File: src/rtl/uart_sim_transmitter.sv
// UART transmitter for simulation harnesses: bytes arrive over valid/ready, are
// buffered in a small FIFO and serialized 8N1 (or 8N2) LSB-first on txd_o.
// Ports:
//   clk_i    - clock, everything on the rising edge
//   rst_i    - synchronous active-high reset, overrides all other activity
//   data_i   - byte to send, taken on the edge where valid_i && ready_o
//   valid_i  - data_i valid
//   ready_o  - TX FIFO has room
//   txd_o    - serial line, idle high, driven from a flop
//   busy_o   - frame on the wire or bytes still buffered
//   done_o   - one-cycle pulse at the end of each frame's last stop bit

// uart_sim_tx_fifo: first-word-fall-through FIFO holding bytes waiting for the serializer.
// Latency: a word pushed on edge k is visible on pop_dat_o after edge k.
// Backpressure: full_o/empty_o from the registered count; push when full / pop when empty ignored.
module uart_sim_tx_fifo #(
  parameter int WIDTH = 8,
  parameter int DEPTH = 4
) (
  input  logic             clk_i,
  input  logic             rst_i,
  input  logic             push_i,
  input  logic [WIDTH-1:0] push_dat_i,
  input  logic             pop_i,
  output logic [WIDTH-1:0] pop_dat_o,
  output logic             full_o,
  output logic             empty_o
);
  localparam int PTR_W = (DEPTH > 2) ? $clog2(DEPTH) : 1;
  localparam int CNT_W = $clog2(DEPTH + 1);

  logic [WIDTH-1:0] mem_q [DEPTH];
  logic [PTR_W-1:0] wr_ptr_q, wr_ptr_d;
  logic [PTR_W-1:0] rd_ptr_q, rd_ptr_d;
  logic [CNT_W-1:0] count_q, count_d;
  logic             do_push, do_pop;

  assign full_o    = (count_q == CNT_W'(DEPTH));
  assign empty_o   = (count_q == '0);
  assign do_push   = push_i && !full_o;
  assign do_pop    = pop_i && !empty_o;
  assign pop_dat_o = mem_q[rd_ptr_q];

  // DEPTH is a power of two, so the pointers wrap naturally.
  always_comb begin
    wr_ptr_d = wr_ptr_q;
    rd_ptr_d = rd_ptr_q;
    count_d  = count_q;
    if (do_push) wr_ptr_d = wr_ptr_q + PTR_W'(1);
    if (do_pop)  rd_ptr_d = rd_ptr_q + PTR_W'(1);
    case ({do_push, do_pop})
      2'b10:   count_d = count_q + CNT_W'(1);
      2'b01:   count_d = count_q - CNT_W'(1);
      default: count_d = count_q;
    endcase
  end

  always_ff @(posedge clk_i) begin
    if (rst_i) begin
      wr_ptr_q <= '0;
      rd_ptr_q <= '0;
      count_q  <= '0;
    end else begin
      wr_ptr_q <= wr_ptr_d;
      rd_ptr_q <= rd_ptr_d;
      count_q  <= count_d;
    end
  end

  always_ff @(posedge clk_i) begin
    if (do_push) mem_q[wr_ptr_q] <= push_dat_i;
  end
endmodule

// uart_sim_transmitter: buffered 8N1/8N2 serializer, LSB first, BIT_T clocks per bit.
// Latency: byte pushed into an empty idle block on edge k drives the start bit after edge k+1.
// Backpressure: ready_o drops while the FIFO is full; back-to-back frames have no idle gap.
module uart_sim_transmitter #(
  parameter int CLOCK_FREQ = 100000000,
  parameter int BAUD_RATE  = 19200,
  parameter int FIFO_DEPTH = 4,
  parameter int STOP_BITS  = 1
) (
  input  logic       clk_i,
  input  logic       rst_i,
  input  logic [7:0] data_i,
  input  logic       valid_i,
  output logic       ready_o,
  output logic       txd_o,
  output logic       busy_o,
  output logic       done_o
);
  localparam int BIT_T  = CLOCK_FREQ / BAUD_RATE;
  localparam int STOP_T = STOP_BITS * BIT_T;
  // One counter serves both single bits and the whole stop period.
  localparam int CNT_W  = (STOP_T > 2) ? $clog2(STOP_T) : 1;
  localparam logic [CNT_W-1:0] BIT_LAST  = CNT_W'(BIT_T - 1);
  localparam logic [CNT_W-1:0] STOP_LAST = CNT_W'(STOP_T - 1);

  if (BIT_T < 2) begin : g_bad_bit_time
    $fatal(1, "uart_sim_transmitter: CLOCK_FREQ/BAUD_RATE must be at least 2");
  end
  if ((FIFO_DEPTH < 2) || ((FIFO_DEPTH & (FIFO_DEPTH - 1)) != 0)) begin : g_bad_depth
    $fatal(1, "uart_sim_transmitter: FIFO_DEPTH must be a power of two >= 2");
  end
  if ((STOP_BITS != 1) && (STOP_BITS != 2)) begin : g_bad_stop
    $fatal(1, "uart_sim_transmitter: STOP_BITS must be 1 or 2");
  end

  typedef enum logic [1:0] {
    S_IDLE,
    S_START,
    S_DATA,
    S_STOP
  } state_e;

  state_e           state_q, state_d;
  logic [CNT_W-1:0] cnt_q, cnt_d;
  logic [2:0]       idx_q, idx_d;
  logic [7:0]       sreg_q, sreg_d;
  logic             txd_q, txd_d;
  logic             done_q, done_d;

  logic             fifo_pop;
  logic             fifo_full;
  logic             fifo_empty;
  logic [7:0]       fifo_dat;

  uart_sim_tx_fifo #(
    .WIDTH (8),
    .DEPTH (FIFO_DEPTH)
  ) u_fifo (
    .clk_i      (clk_i),
    .rst_i      (rst_i),
    .push_i     (valid_i),
    .push_dat_i (data_i),
    .pop_i      (fifo_pop),
    .pop_dat_o  (fifo_dat),
    .full_o     (fifo_full),
    .empty_o    (fifo_empty)
  );

  // State register
  always_ff @(posedge clk_i) begin
    if (rst_i) begin
      state_q <= S_IDLE;
      cnt_q   <= '0;
      idx_q   <= '0;
      sreg_q  <= '0;
      txd_q   <= 1'b1;
      done_q  <= 1'b0;
    end else begin
      state_q <= state_d;
      cnt_q   <= cnt_d;
      idx_q   <= idx_d;
      sreg_q  <= sreg_d;
      txd_q   <= txd_d;
      done_q  <= done_d;
    end
  end

  // Next-state logic; txd_d is the line level for the coming cycle, so each
  // transition edge also loads the next bit value.
  always_comb begin
    state_d  = state_q;
    cnt_d    = cnt_q;
    idx_d    = idx_q;
    sreg_d   = sreg_q;
    txd_d    = txd_q;
    done_d   = 1'b0;
    fifo_pop = 1'b0;
    case (state_q)
      S_IDLE: begin
        txd_d = 1'b1;
        if (!fifo_empty) begin
          fifo_pop = 1'b1;
          sreg_d   = fifo_dat;
          txd_d    = 1'b0;
          cnt_d    = BIT_LAST;
          state_d  = S_START;
        end
      end
      S_START: begin
        if (cnt_q == '0) begin
          txd_d   = sreg_q[0];
          cnt_d   = BIT_LAST;
          idx_d   = '0;
          state_d = S_DATA;
        end else begin
          cnt_d = cnt_q - CNT_W'(1);
        end
      end
      S_DATA: begin
        if (cnt_q == '0) begin
          sreg_d = {1'b0, sreg_q[7:1]};
          if (idx_q != 3'd7) begin
            // sreg_q[1] becomes sreg[0] after this shift.
            txd_d = sreg_q[1];
            idx_d = idx_q + 3'd1;
            cnt_d = BIT_LAST;
          end else begin
            txd_d   = 1'b1;
            cnt_d   = STOP_LAST;
            state_d = S_STOP;
          end
        end else begin
          cnt_d = cnt_q - CNT_W'(1);
        end
      end
      S_STOP: begin
        if (cnt_q == '0) begin
          done_d = 1'b1;
          // Chain straight into the next start bit when more bytes are queued.
          if (!fifo_empty) begin
            fifo_pop = 1'b1;
            sreg_d   = fifo_dat;
            txd_d    = 1'b0;
            cnt_d    = BIT_LAST;
            state_d  = S_START;
          end else begin
            state_d = S_IDLE;
          end
        end else begin
          cnt_d = cnt_q - CNT_W'(1);
        end
      end
      default: begin
        state_d = S_IDLE;
        txd_d   = 1'b1;
      end
    endcase
  end

  // Outputs: txd/done straight from flops, ready/busy decoded from registered state.
  always_comb begin
    ready_o = !fifo_full;
    busy_o  = (state_q != S_IDLE) || !fifo_empty;
    txd_o   = txd_q;
    done_o  = done_q;
  end
endmodule
File: config.mk
export PLATFORM = sky130hd
export DESIGN_NAME = uart_sim_transmitter
export DESIGN_NICKNAME = d
export VERILOG_FILES = /design/src/rtl/uart_sim_transmitter.sv
export SDC_FILE = /design/constraint.sdc
export NUM_CORES = 1
export LEC_CHECK = 0
export CORE_AREA = 2 2 82 84
export DETAILED_ROUTE_END_ITERATION = 8
export DIE_AREA = 0 0 84 86
export PLACE_DENSITY = 0.69
export SYNTH_ARGS = -nofsm -noshare
export SYNTH_HDL_FRONTEND = slang
export SYNTH_SLANG_ARGS = --single-unit
File: constraint.sdc
create_clock -name clk_i -period 3.05 [get_ports clk_i]
set_input_delay 0.61 -clock clk_i [delete_from_list [all_inputs] [get_ports clk_i]]
set_output_delay 0.61 -clock clk_i [all_outputs]
set_load 0.01 [all_outputs]
# Word level (Yosys, flattened, before mapping)
# Memory sizes are Yosys's and may differ from the RTL's. A register that Yosys moved wholly into a read port is not among the register bits.
# Index checks and enable logic that the tools add are counted.
# classes
add_sub_neg,6
n_eq_ne,14
n_mux,35
n_bitwise,1
n_reduce_logical,18
# op_table
op,count
$mux W13,3
$pmux W13 S3,1
$mux W8,3
$pmux W8 S3,1
$mux W2,7
$ne A2 B2 Y1 const B,7
$logic_not A13 Y1,1
$sub A13 B1 Y13 const B,1
$mux W1,12
$pmux W3 S2,2
$mux W3,3
$pmux W2 S4,1
$reduce_and A4 Y1,2
$add A3 B1 Y3 const B,2
$eq A2 B2 Y1 const B,3
$reduce_bool A2 Y1,3
$reduce_and A5 Y1,1
$add A2 B1 Y2 const B,2
$eq A2 B1 Y1 const B,2
$pmux W1 S4,1
$reduce_or A2 Y1,2
$eq A3 B3 Y1 const B,1
$logic_not A3 Y1,1
$ne A3 B3 Y1 const B,1
other kinds (9),11
# word_totals
regBits,35
ramBits,32
in_bits,11
output_inout_bits,4
elab_cells,84
n_memories,1
# mem_list
memory,depth,word_bits,read_ports,rd_clocked_by_memory_dff,write_ports,line,rtl
u_fifo.mem_q,4,8,1,1,1,32,logic [WIDTH-1:0] mem_q [DEPTH];

# Logic depth before layout (Yosys ltp)
# depth
ltp_word,7
depth_mapped,11
mapped_depth_nobuf,11

# Modules after synthesis
# From an unflattened synthesis, not the netlist that was laid out.
# unflattened
hier_cells,317
hier_area_um2,3493.4
# modules_own_cells
mod,instances,cells_per_inst,area_each_um2
uart_sim_transmitter,1,221,1858.0
uart_sim_tx_fifo,1,96,1635.3

# Least setup slack after synthesis
# No wires, ideal clock.
# synth_path
kind,reg-to-reg
startpoint,reg cnt_q[0]
endpoint,reg u_fifo.count_q[2]
setup_time_ns,0.070
arrival_ns,2.585
required_time_ns,2.980
slack_ns,0.394
stages_incl_launch_ff,12
path_buffers,0
period_less_slack_ns,2.656
cell_sequence,dfxtp_1 -> inv_1 -> ha_1 -> nor4b_4 -> a41oi_1 -> nor3_2 -> ha_1 -> inv_1 -> fa_1 -> xor2_1 -> or3_1 -> a21oi_1
# synth_between
elab_chain_cells,6
elab_cells_between_ends,8
# synth_lines
item,line,rtl
start: declaration,118,"logic [CNT_W-1:0] cnt_q, cnt_d;"
start signal: assignment,154,cnt_q <= cnt_d;
$logic_not A13 Y1 (*),211,if (cnt_q == '0) begin
$mux W1 (*),211,
$pmux W1 S2 (*),172,case (state_q)
$logic_and A1 B1 Y1 (*),41,assign do_pop = pop_i && !empty_o;
named net u_fifo.do_pop,36,"logic do_push, do_pop;"
$eq A2 B1 Y1 or $eq A2 B2 Y1 (tied branches),51,"case ({do_push, do_pop})"
$pmux W3 S2 or $reduce_bool A2 Y1 (tied branches),-,
end signal: assignment,66,count_q <= count_d;
end: declaration,35,"logic [CNT_W-1:0] count_q, count_d;"
# The timed path passes the listed nets; every way through them passes the cells marked *.
# A chain may end at the register's enable or synchronous reset.

# Worst setup path after layout
# layout_path
startpoint,reg state_q[1]
endpoint,reg u_fifo.count_q[2]
# layout_between
elab_chain_cells,5
elab_cells_between_ends,8
# layout_lines
item,line,rtl
start: declaration,117,"state_e state_q, state_d;"
start signal: assignment,153,state_q <= state_d;
$eq A2 B2 Y1 or $logic_not A2 Y1 (tied branches),172,
$pmux W1 S2 (*),172,
$logic_and A1 B1 Y1 (*),41,
named net u_fifo.do_pop,36,
$eq A2 B1 Y1 or $eq A2 B2 Y1 (tied branches),51,
$pmux W3 S2 or $reduce_bool A2 Y1 (tied branches),-,
# Marked as above.

==> flow_metrics.env <==
export IMPL_holdBufCountCts=0
export IMPL_crit_start="state_q[1]$_SDFFE_PP0P_"
export IMPL_cts_buffers=9
export IMPL_postCtsSetupRepairBufs=0
export IMPL_rsz0062_at_grt="false"
export IMPL_synth_yosys_seq_area_share_pct=49.8
export IMPL_power_density_nw_per_um2=1110
export IMPL_overflow=0
export IMPL_dr_total_vias=2436
export IMPL_yosys_area_share_simple_pct=14.2
export IMPL_drive_gt1_share_pct=15.9
export IMPL_synth_xor_area_share_pct=0.769
export IMPL_arrival_ns=3.03
export IMPL_insertion_delay_ns=0.35
export IMPL_finalSetupTns_ns=0
export IMPL_fill_cells=512
export IMPL_synth_main_ff_cell="dfxtp_1"
export IMPL_nNetsFinal=336
export IMPL_first_pass_iters=4
export IMPL_cts_max_path_buffers=2
export IMPL_synthMuxAreaShare_pct=8.28
export IMPL_die_area_um2=7220
export IMPL_clkTransAtPathRegs_ns=0.09
export IMPL_drc=0
export IMPL_dieHeight_um=86
export IMPL_cts_resized=0
export IMPL_grt_first_pass_wirelength_um=11100
export IMPL_cts_tree="yes"
export IMPL_dp_hpwl_um=4570
export IMPL_cp_end_kind="register"
export IMPL_ir_drop_mv=0.530
export IMPL_synth_seq_cells=69
export IMPL_crit_required_ns=3.34
export IMPL_hold_path_class="register to register"
export IMPL_wl_um=6740
export IMPL_drv_slew=0
export IMPL_final_period_utilization_pct=90.0
export IMPL_grt_pass1_vias=2253
export IMPL_syn_avg_cell_area_um2=11.6
export IMPL_worst_pin_slew_ns=0.809
export IMPL_fin_skew_ns=0.0120
export IMPL_vias_per_cell=6.21
export IMPL_root_buffer="clkbuf_8"
export IMPL_cts_num_sinks=69
export IMPL_r2r_start="state_q[1]$_SDFFE_PP0P_"
export IMPL_wire_per_inst_um=17.2
export IMPL_core_area_um2=6280
export IMPL_setup_viol=0
export IMPL_num_io_pins=15
export IMPL_start_util_pct=54.4
export IMPL_synthAdderAreaFrac_pct=5.71
export IMPL_min_from="idx_q[1]$_SDFFE_PP0P_"
export IMPL_fin_ws_ns=0.305
export IMPL_ys_async_sr_fraction_pct=0
export IMPL_start_kind="register"
export IMPL_die_x_um=84
export IMPL_ys_types=58
export IMPL_synthesis_area_um2=3420
export IMPL_rows=29
export IMPL_synth_compound_area_share_pct=16.9
export IMPL_syn_to_final_growth_pct=11.2
export IMPL_grt_max_degree=31
export IMPL_yosysWarningCount=0
export IMPL_drt_iter0_drc=200
export IMPL_ant_nets=0
export IMPL_gp_congestion=0.868
export IMPL_postSynthNetCount=320
export IMPL_synth_top_family_by_area="compound AO/OA/AOI/OAI gates"
export IMPL_status="finished clean"
export IMPL_port_buffers=14
export IMPL_slew_headroom_pct=45.9
export IMPL_cp_max_fo=9
export IMPL_crit_type="register to register"
export IMPL_period_minus_slack_ns=2.75
export IMPL_cts_max_level=3
export IMPL_clock_fmax_mhz=364
export IMPL_synth_cells=294
export IMPL_hold_viol_final=0
export IMPL_dp_slack_ns=0.371
export IMPL_grtUsageTotal_pct=19.7
export IMPL_drv_cap=0
export IMPL_power_leakage_nw=1.39
export IMPL_antenna_found_initial=0
export IMPL_synth_edf_count=32
export IMPL_diodes=0
-- stage by stage --
stage	cells	area, um2	utilization [%]	total power [mW]	hold slack (ns)
6_report	392	3800	60.6	4.22	0.461
5_1_grt	392	3800	60.6	4.53	0.495
4_1_cts	392	3800	60.6	4.22	0.468
3_5_place_dp	376	3610	57.6	3.50	0.457
3_3_place_gp	376	3610	57.6	3.48	0.449
2_1_floorplan	294	3420	-	3.01	0.436
-- Yosys cell counts (all sizes together) (4+ instances only) --
cell    number  share of area [%]
nand2        9               0.99
nand3        7                1.0
a311oi       7                2.2
mux2i        8                2.3
ha          14                5.1
nor2        16                1.8
o21ai        4               0.59
clkbuf       7               0.88
buf          9                1.8
inv         15                1.6
or4          4               0.99
a21oi       21                3.1
nand4        6                1.1
dfxtp       37                 22
a31oi       13                2.4
nor3        12                2.2
edfxtp      32                 28
a41oi        6                1.5
and3         4               0.73
mux4         8                5.3
-- area by class of cell --
cell class,instances,area (um2),area share [%]
Tap cell,77,96.3,2.53
Inverter,15,56.3,1.48
Sequential cell,69,1700,44.8
Clock inverter,7,62.6,1.65
Timing Repair Buffer,21,193,5.07
Clock buffer,9,124,3.26
Multi-Input combinational cell,194,1570,41.2
-- cell usage in the layout, fill, tap and decap left out, types with 3 or more instances in the layout --
cell type        netlist  routed
o2111ai_1              3       3
nand3_1                7       7
clkdlybuf4s50_1        0      14
a21oi_1               21      21
or2_2                  3       3
nor3_2                 3       3
a31oi_1               13      13
nand2_1                9       9
ha_1                  14      14
nor3_1                 9       9
nor2_1                16      16
mux2i_1                8       8
dfxtp_1               37      37
a41oi_1                6       6
mux4_2                 8       8
o311a_1                3       3
inv_6                  0       4
or3_1                  3       3
and3_1                 4       4
a211oi_1               3       3
buf_4                  0       7
or4_1                  3       3
o31ai_1                3       3
o21a_1                 3       3
inv_1                 15      15
clkbuf_8               0       9
o21ai_0                4       4
nand4_1                6       6
edfxtp_1              32      32
a311oi_1               5       5
-- flip-flops by register name (all words and copies together) (netlist names), named ones only --
signal	cells
done_o	1
sreg_q	8
u_fifo.rd_ptr_q	2
state_q	2
u_fifo.count_q	3
cnt_q	13
txd_o	1
idx_q	3
u_fifo.wr_ptr_q	2
u_fifo.mem_q	32
-- routing by layer --
layer,GRT usage [%],share of wire (%),vias to the layer above
met3,4.43,5.2,8
met4,8.21,1.1,0
met1,26.6,46,1180
met5,0,0,-
li1,-,-,1186
met2,31.0,48,62
-- path summary, 6_finish.rpt --
path	end	slack, ns	cells after the start
setup reg to reg	u_fifo.count_q[2]$_SDFFE_PP0P_	0.30	9
hold / removal	idx_q[1]$_SDFFE_PP0P_	0.46	2
setup / recovery	u_fifo.count_q[2]$_SDFFE_PP0P_	0.30	9
hold reg to reg	idx_q[1]$_SDFFE_PP0P_	0.46	2
-- cell families (layout without fill, tap and decap cells) --
kind of cell	after synthesis	after routing
mux	18	18
compound gates	78	78
xor+xnor	3	3
fa+ha+maj	15	15
buf+inv	31	52
simple gates	80	80
flops	69	69
-- power by group --
group          internal [mW]  leakage (nW)  total, mW  switching, mW
registers               1.19         0.597       1.39          0.206
logic                  0.903         0.696       2.12           1.22
clock network          0.313        0.0931      0.710          0.397
total                   2.40          1.39       4.22           1.82
-- critical path, stage by stage (launching register included) --
cell,delay (ns)
dfxtp_1,0.42
ha_1,0.41
a41oi_1,0.26
nor3_2,0.32
ha_1,0.23
inv_1,0.07
fa_1,0.39
xor2_1,0.16
or3_1,0.30
a21oi_1,0.13
No activity file was read; power rests on OpenSTA's default activity.
==> RTL change (same settings) <==
Set the parameter `CLOCK_FREQ` to 200000000 (it was 100000000).
--- a/src/rtl/uart_sim_transmitter.sv
+++ b/src/rtl/uart_sim_transmitter.sv
@@ -77,5 +77,5 @@
 // Backpressure: ready_o drops while the FIFO is full; back-to-back frames have no idle gap.
 module uart_sim_transmitter #(
-  parameter int CLOCK_FREQ = 100000000,
+  parameter int CLOCK_FREQ = 200000000,
   parameter int BAUD_RATE  = 19200,
   parameter int FIFO_DEPTH = 4,
Check against the original RTL: same outputs for any inputs over 10 cycles, from zero or initial values and one cycle with rst_i high; that may be too few to reach the edited logic, so the function may still have changed.
==> RTL change against the original RTL <==
Wire length down 5.8%; setup slack better by 0.043 ns; sequential cell count up 1; synthesized area down 1.2%; worst hold slack better by 0.015 ns; design area down 1.3%; clock skew down 0.00054 ns; total power down 9.6%; critical path type unchanged; critical endpoint unchanged.
==> RTL change: results (changes against the original RTL) <==
- Status: finished, final reports clean
- Syn nets: 335 (+4.7%)
- Vias: 2,355 (-3.3%)
- Largest net degree at the start of global routing: 28 (-9.7%)
- Placement Cell Area: 3570 µm² (-1.1%)
- Least-Margin Pin Slew: 0.633 ns (-0.176 ns)
- Share of cells above drive strength 1: 12.1% (-3.8 points)
- Met2 Wirelength: 2920 µm (-9.1%)
- Critical-path maximum fanout: 6 (-3)
- Leakage power: 1.36 nW (-2.0%)
- Critical path's largest stage delay: 0.40 ns (-0.02 ns)
- Synth cell types: 53 (-8.6%)
- Most instantiated cells after synthesis: 38 x dfxtp_1, 34 x nor2_1, 32 x edfxtp_1, 20 x a21oi_1, 17 x nand2_1
- Post-DP HPWL: 4340 µm (-4.9%)
- Drt initial violations: 164 (-18%)
- Routed wl met3: 332 µm (-5.1%)
- Met1 wire length: 2990 µm (-3.6%)
- GR Util All Layers: 18.9% (-0.84 points)
- Area Overhead vs Synth: 11.2% (about the same)
- Register area share after synthesis: 51.0% (+1.2 points)
- Area contributors post-synth: edfxtp_1 28%, dfxtp_1 23%, mux4_2 5.3%, ha_1 4.8%, nor2_1 3.8%
- Final-stage net count: 350 (+4.2%)
- Max Clock Skew: 0.0115 ns (-0.000539 ns)
- Vias in the first global route: 2,237 (-0.71%)
- Fillers: 536 (+4.7%)
- Worst EP arrival: 2.98 ns (-0.05 ns)
- Top flop regs: u_fifo.mem_q (32), cnt_q (14), sreg_q (8)
-- RTL change: cell count changes in the layout (fill, tap and decap cells not counted), moves of 4 or more --
cell	delta
nor2_1	+18
a31oi_1	-10
nand2_1	+8
o21ai_0	+8
a211oi_1	+7
a41oi_1	-5
a311oi_1	-4
-- RTL change: final timing paths --
path | slack, ns | cells after the start | endpoint | startpoint
min | 0.48 | 2 | sreg_q[7] | sreg_q[7]
max | 0.35 | 11 | u_fifo.count_q[2] | cnt_q[0]
min reg2reg | 0.48 | 2 | sreg_q[7] | sreg_q[7]
max reg2reg | 0.35 | 11 | u_fifo.count_q[2] | cnt_q[0]
-- RTL change: routing by layer --
layer	vias up	track usage, %
met3	10	3.75
met5	-	0
met2	65	30.5
li1	1192	-
met1	1088	24.7
met4	0	8.80
-- RTL change: final cells by class --
type / count / share of cell area (%)
multi-input cells: 213 / 41.0
flip-flops and latches: 70 / 45.9
inverters: 13 / 1.30
repair buffers: 18 / 4.53
clock inverters: 7 / 1.47
well taps: 77 / 2.57
clock buffers: 9 / 3.30
-- RTL change: power breakdown --
group / switching (mW) / total (mW) / internal, mW
combinational: 1.00 / 1.75 / 0.746
clock: 0.394 / 0.700 / 0.306
sequential: 0.183 / 1.37 / 1.18
total: 1.58 / 3.81 / 2.24
-- RTL change: worst min-delay path, stage by stage (launching register included) --
cell,delay (ns)
dfxtp_1,0.32
nand2b_1,0.06
a21oi_1,0.06
-- RTL change: metrics by stage --
step                      cells  hold WS [ns]  setup WS (ns)
after floorplan             310         0.450          0.470
after global placement      391         0.450          0.470
after detailed placement    391         0.457          0.378
after CTS                   407         0.478          0.350
after global routing        407         0.495          0.200
final                       407         0.476          0.348
-- RTL change: logic make-up (layout without fill, tap and decap cells) --
| family | count (synthesis) | in the layout | share of synthesized area [%] |
|---|---|---|---|
| AOI/OAI and AO/OA | 66 | 66 | 13.2 |
| adders and majority gates | 14 | 14 | 5.41 |
| DFF | 70 | 70 | 51.0 |
| buffers and inverters | 27 | 47 | 3.45 |
| xor gates and xnor gates | 3 | 3 | 0.778 |
| muxes | 18 | 18 | 8.38 |
| and+or+nand+nor | 112 | 112 | 17.8 |
